**src/rtl/pixel_normalizer_mc.sv**
```systemverilog
// Per-channel fixed-point pixel normalizer: out = sat(round((pixel - mean[ch]) * scale[ch])).
// Latency: 3 cycles from input beat to valid_out; 1 beat/cycle throughput.
// Backpressure: one global advance (~valid_out | ready_out) holds every stage, so ready_in drops only while the output is stalled.
//
// Ports:
//   clk, rst                      rising-edge clock, synchronous active-high reset
//   valid_in/ready_in/sof_in      input handshake; sof_in pins the beat to channel 0
//   pixel_in                      unsigned pixel, channel-interleaved
//   valid_out/ready_out           output handshake
//   pixel_out/ch_out              signed Q(OUT_W-FRAC_BITS).FRAC_BITS sample and its channel
//   last_ch_out/sat_out           last channel of the group / sample was clipped
//   cfg_we/cfg_sel/cfg_ch/cfg_data  coefficient write port (sel 0 = mean, 1 = scale)
module pixel_normalizer_mc #(
    parameter int PIX_W     = 8,
    parameter int OUT_W     = 16,
    parameter int FRAC_BITS = 8,
    parameter int COEF_W    = 16,
    parameter int NUM_CH    = 3,
    localparam int CH_W     = (NUM_CH > 1) ? $clog2(NUM_CH) : 1
) (
    input  logic              clk,
    input  logic              rst,
    input  logic              valid_in,
    output logic              ready_in,
    input  logic              sof_in,
    input  logic [PIX_W-1:0]  pixel_in,
    output logic              valid_out,
    input  logic              ready_out,
    output logic [OUT_W-1:0]  pixel_out,
    output logic [CH_W-1:0]   ch_out,
    output logic              last_ch_out,
    output logic              sat_out,
    input  logic              cfg_we,
    input  logic              cfg_sel,
    input  logic [CH_W-1:0]   cfg_ch,
    input  logic [COEF_W-1:0] cfg_data
);

    localparam int MEAN_W = PIX_W + FRAC_BITS;
    localparam int DIFF_W = MEAN_W + 1;
    localparam int PROD_W = DIFF_W + COEF_W;

    localparam logic signed [PROD_W-1:0] RND    = PROD_W'(1) <<< (FRAC_BITS - 1);
    localparam logic signed [PROD_W-1:0] SAT_HI = {{(PROD_W-OUT_W+1){1'b0}}, {(OUT_W-1){1'b1}}};
    localparam logic signed [PROD_W-1:0] SAT_LO = ~SAT_HI;

    // Coefficient storage
    logic [MEAN_W-1:0]        mean_q  [NUM_CH];
    logic signed [COEF_W-1:0] scale_q [NUM_CH];

    // Channel tracking and input-side selection
    logic [CH_W-1:0]          cnt_q;
    logic [CH_W-1:0]          in_ch;
    logic [CH_W-1:0]          cnt_nxt;
    logic                     in_last;
    logic [MEAN_W-1:0]        in_mean;
    logic signed [COEF_W-1:0] in_scale;

    logic advance;
    logic accept;

    // Stage 1
    logic                     s1_vld;
    logic [PIX_W-1:0]         s1_pix;
    logic [CH_W-1:0]          s1_ch;
    logic [MEAN_W-1:0]        s1_mean;
    logic signed [COEF_W-1:0] s1_scale;

    // Stage 2
    logic                     s2_vld;
    logic signed [PROD_W-1:0] s2_prod;
    logic [CH_W-1:0]          s2_ch;

    logic signed [DIFF_W-1:0] diff_c;
    logic signed [PROD_W-1:0] diff_ext;
    logic signed [PROD_W-1:0] scale_ext;
    logic signed [PROD_W-1:0] prod_c;
    logic signed [PROD_W-1:0] rnd_c;
    logic signed [PROD_W-1:0] shr_c;
    logic                     clip_hi;
    logic                     clip_lo;
    logic [OUT_W-1:0]         res_c;

    assign advance  = ~valid_out | ready_out;
    assign ready_in = advance;
    assign accept   = valid_in & advance;

    always_comb begin
        in_ch    = sof_in ? '0 : cnt_q;
        in_last  = (in_ch == CH_W'(NUM_CH - 1));
        cnt_nxt  = in_last ? '0 : in_ch + CH_W'(1);
        in_mean  = '0;
        in_scale = '0;
        for (int c = 0; c < NUM_CH; c++) begin
            if (in_ch == CH_W'(c)) begin
                in_mean  = mean_q[c];
                in_scale = scale_q[c];
            end
        end
    end

    // A write landing on the same edge as an accept is not seen by that beat:
    // stage 1 samples the pre-edge array contents.
    always_ff @(posedge clk) begin
        if (rst) begin
            for (int c = 0; c < NUM_CH; c++) begin
                mean_q[c]  <= '0;
                scale_q[c] <= COEF_W'(1 << FRAC_BITS);
            end
        end else if (cfg_we) begin
            for (int c = 0; c < NUM_CH; c++) begin
                if (cfg_ch == CH_W'(c)) begin
                    if (cfg_sel) begin
                        scale_q[c] <= cfg_data;
                    end else begin
                        mean_q[c] <= MEAN_W'(cfg_data);
                    end
                end
            end
        end
    end

    // Stage 2 arithmetic: product fits PROD_W exactly, so no truncation here.
    always_comb begin
        diff_c    = $signed({1'b0, s1_pix, {FRAC_BITS{1'b0}}}) - $signed({1'b0, s1_mean});
        diff_ext  = {{(PROD_W-DIFF_W){diff_c[DIFF_W-1]}}, diff_c};
        scale_ext = {{(PROD_W-COEF_W){s1_scale[COEF_W-1]}}, s1_scale};
        prod_c    = diff_ext * scale_ext;
    end

    // Stage 3 arithmetic: round half up, then clip to the output range.
    always_comb begin
        rnd_c   = s2_prod + RND;
        shr_c   = rnd_c >>> FRAC_BITS;
        clip_hi = (shr_c > SAT_HI);
        clip_lo = (shr_c < SAT_LO);
        if (clip_hi) begin
            res_c = SAT_HI[OUT_W-1:0];
        end else if (clip_lo) begin
            res_c = SAT_LO[OUT_W-1:0];
        end else begin
            res_c = shr_c[OUT_W-1:0];
        end
    end

    always_ff @(posedge clk) begin
        if (rst) begin
            cnt_q       <= '0;
            s1_vld      <= 1'b0;
            s1_pix      <= '0;
            s1_ch       <= '0;
            s1_mean     <= '0;
            s1_scale    <= '0;
            s2_vld      <= 1'b0;
            s2_prod     <= '0;
            s2_ch       <= '0;
            valid_out   <= 1'b0;
            pixel_out   <= '0;
            ch_out      <= '0;
            last_ch_out <= 1'b0;
            sat_out     <= 1'b0;
        end else if (advance) begin
            if (accept) begin
                cnt_q <= cnt_nxt;
            end
            s1_vld      <= valid_in;
            s1_pix      <= pixel_in;
            s1_ch       <= in_ch;
            s1_mean     <= in_mean;
            s1_scale    <= in_scale;
            s2_vld      <= s1_vld;
            s2_prod     <= prod_c;
            s2_ch       <= s1_ch;
            valid_out   <= s2_vld;
            pixel_out   <= res_c;
            ch_out      <= s2_ch;
            last_ch_out <= (s2_ch == CH_W'(NUM_CH - 1));
            sat_out     <= clip_hi | clip_lo;
        end
    end

endmodule
```
**config.mk**
```make
export PLATFORM = sky130hd
export DESIGN_NAME = pixel_normalizer_mc
export DESIGN_NICKNAME = d
export VERILOG_FILES = /design/src/rtl/pixel_normalizer_mc.sv
export SDC_FILE = /design/constraint.sdc
export NUM_CORES = 1
export LEC_CHECK = 0
export CORE_UTILIZATION = 60
export CTS_BUF_LIST = sky130_fd_sc_hd__clkbuf_8
export CTS_CLUSTER_DIAMETER = 200
export DETAILED_ROUTE_END_ITERATION = 16
export GPL_ROUTABILITY_DRIVEN = 0
export HOLD_SLACK_MARGIN = 0.1
export PLACE_DENSITY = 0.78
export SLEW_MARGIN = 20
export SYNTH_ARGS = -nofsm -noshare
export SYNTH_HDL_FRONTEND = slang
export SYNTH_SLANG_ARGS = --single-unit
```
**constraint.sdc**
```tcl
create_clock -name clk -period 10.8 [get_ports clk]
set_clock_uncertainty 0.05 [all_clocks]
set_input_delay 2.7 -clock clk [delete_from_list [all_inputs] [get_ports clk]]
set_output_delay 2.7 -clock clk [all_outputs]
set_load 0.01 [all_outputs]
```
==> results.py <==
metrics = {
    "drt": {
        "drc": 0,
        "ant_nets": 0,
        "vias": 13700,
        "avgRoutedWirePerCell_um": 18.3,
        "finalWirelength_um": 43300,
        "dr.pass1.iters": 6,
        "first_iter_violations": 1024,
        "vias_per_cell": 5.79,
    },
    "floorplan": {
        "die_h_um": 178,
        "core_um2": 30500,
        "fp-row-count": 64,
        "initial_core_util": 0.609,
        "io_pins": 55,
        "die_area_um2": 31700,
        "chipWidth_um": 178,
    },
    "timing": {
        "tns_ps": 0,
        "finalSetupViolCount": 0,
        "post-route-period-util": 0.833,
        "maxSlewHeadroom": 0.327,
        "fmax_ghz": 0.111,
        "worstMarginPinSlew_ps": 1000,
        "rsz0062_at_grt": "no",
        "maxSlewViolCount": 0,
        "final_hold_viol_count": 0,
        "fin_crit_ps": 9000,
    },
    "worst_setup_path": {
        "cp_common_cell": "fa_1",
        "cp_slowest_cell": "fa_1",
        "cp_top_family": "adder cells",
        "crit_fanout": 18,
        "critPathArrivalTime_ps": 9360,
        "start_kind": "flip-flop",
        "critPathKind": "reg2reg",
        "critical_path_buf_inv_count": 4,
        "crit_required_ps": 11160,
        "end_kind": "flip-flop",
        "critPathMaxStageDelay_ps": 950,
    },
    "synth": {
        "syn_inst": 1947,
        "ys_seq_area_frac": 0.257,
        "ys_types": 68,
        "yosys-top-cells-area": "fa_1, edfxtp_1, dfxtp_1",
        "syn_nets": 2346,
        "synth_area_um2": 18600,
        "netlist.area_leader.share": 0.296,
        "avgSynthCellArea_um2": 9.54,
        "ys_top_cells_by_count": "inv_1, fa_1, nand2_1",
        "ys_warn_count": 0,
        "synth_top_flop_cell": "edfxtp_1",
        "ys_ff_latch": 191,
        "synth_area_leader_cell": "fa_1",
        "synthArstFlopShare": 0,
        "synth_edf_count": 96,
        "yosys.cell_count.top_type": "inv_1",
    },
    "final_layout": {
        "area_delta_synth_final_pct": 7.00,
        "insertedDiodeCount": 0,
        "final_nets": 2349,
        "fillCellCount": 2369,
        "drive_gt1_frac": 0.0479,
    },
    "global_routing": {
        "grt_pass1_wl_um": 71500,
        "grt_usage": 0.296,
        "antenna_found_initial": 1,
        "grt_max_degree": 87,
        "grt_pass1_vias": 14500,
        "gr-total-overflow": 0,
    },
    "clock_network": {
        "cts_root_buf": "clkbuf_8",
        "ctsHoldBuffers": 0,
        "worstSkewPairLatency_ps": 490,
        "cts_tree": "yes",
        "htreeDepth": 4,
        "postCtsSetupRepairBufs": 0,
        "cts.sink_count": 191,
        "cts_resized": 0,
        "clk_pin_slew_ps": 120,
        "cts.path.max_buffers": 2,
        "cts_made_buffers": 17,
    },
    "placed_design": {
        "dp_hpwl_um": 31700,
        "io_buffers": 54,
    },
    "outcome": {
        "status": "completed",
    },
    "worst_hold_path": {
        "holdCritPathClass": "reg2reg",
    },
    "run": {
        "max_cap_viol_count": 0,
    },
}
worst reg2reg max path: cells and delay by family (launching register included):
kind	cells	cell delay, ps
fa+ha+maj	8	4190
compound gates	10	2240
simple gates	4	1190
flops	1	750
buf+inv	4	480
area by class of cell:
type                       instances  area (um2)  area share
inverter                         364        1370      0.0688
clock buffer                      17         234      0.0118
timing repair buffer              77         711      0.0357
sequential                       191        4780       0.241
clock inverter                    15         176     0.00887
tap                              396         495      0.0249
multi-input combinational       1299       12100       0.609
final timing paths:
path | from | endpoint | slack [ps] | cells after the start
setup / recovery | s1_mean[0] | s2_prod[31] | 1800 | 26
hold / removal | ch_out[0] | ch_out[0] | 420 | 2
setup reg to reg | s1_mean[0] | s2_prod[31] | 1800 | 26
hold reg to reg | ch_out[0] | ch_out[0] | 420 | 2
layout by cell type, fill, tap and decap left out, types with 7 or more instances in the layout:
master,synthesis,routed
clkdlybuf4s50_1,0,53
ha_1,91,91
a211oi_2,10,10
a21oi_1,81,81
o21ai_0,13,13
nand2b_1,10,10
edfxtp_1,96,96
nor3_1,17,17
and2_1,155,155
inv_1,364,363
xor2_1,23,22
a21o_1,10,10
xnor2_1,39,35
fa_1,275,275
nand3_1,13,13
buf_4,0,24
nor2_1,128,127
nand2_1,217,217
a211oi_1,46,46
o21bai_1,7,7
dfxtp_1,95,95
clkbuf_8,0,17
a221oi_1,32,32
nor2b_1,38,36
registers in the layout (all words and copies together) (netlist names), 8 cells and up:
| name | count |
|---|---|
| s1_mean | 16 |
| mean_q | 48 |
| scale_q | 48 |
| pixel_out | 16 |
| s1_pix | 8 |
| s2_prod | 26 |
| s1_scale | 16 |
cells by family (layout without fill, tap and decap cells):
group           after synthesis  after routing  share of synthesized area
xor+xnor                     62             62                     0.0292
compound gates              252            252                     0.0982
fa+ha+maj                   366            366                      0.358
buf+inv                     457            473                     0.0940
flops                       191            191                      0.257
simple gates                619            619                      0.164
per-layer routing:
layer / track usage / vias up / share of wire
met5: 0 / - / 0.00030
met4: 0.128 / 2 / 0.034
met3: 0.0475 / 112 / 0.073
met2: 0.497 / 531 / 0.49
met1: 0.380 / 6868 / 0.40
li1: - / 6150 / -
per-stage QoR:
step | cell area (um2) | util | hold slack (ps) | instances | setup WS, ps
CTS | 19900 | 0.651 | 418 | 2358 | 1840
detailed placement | 19500 | 0.638 | 402 | 2326 | 1870
floorplan | 18600 | - | 382 | 1947 | 2160
finish | 19900 | 0.652 | 416 | 2359 | 1800
global placement | 19500 | 0.638 | 390 | 2326 | 2070
global route | 19900 | 0.652 | 429 | 2359 | 1310
Power is left out: the tool's default activity adds up to more than one toggle a clock period on the data nets, which glitch-free logic cannot reach.
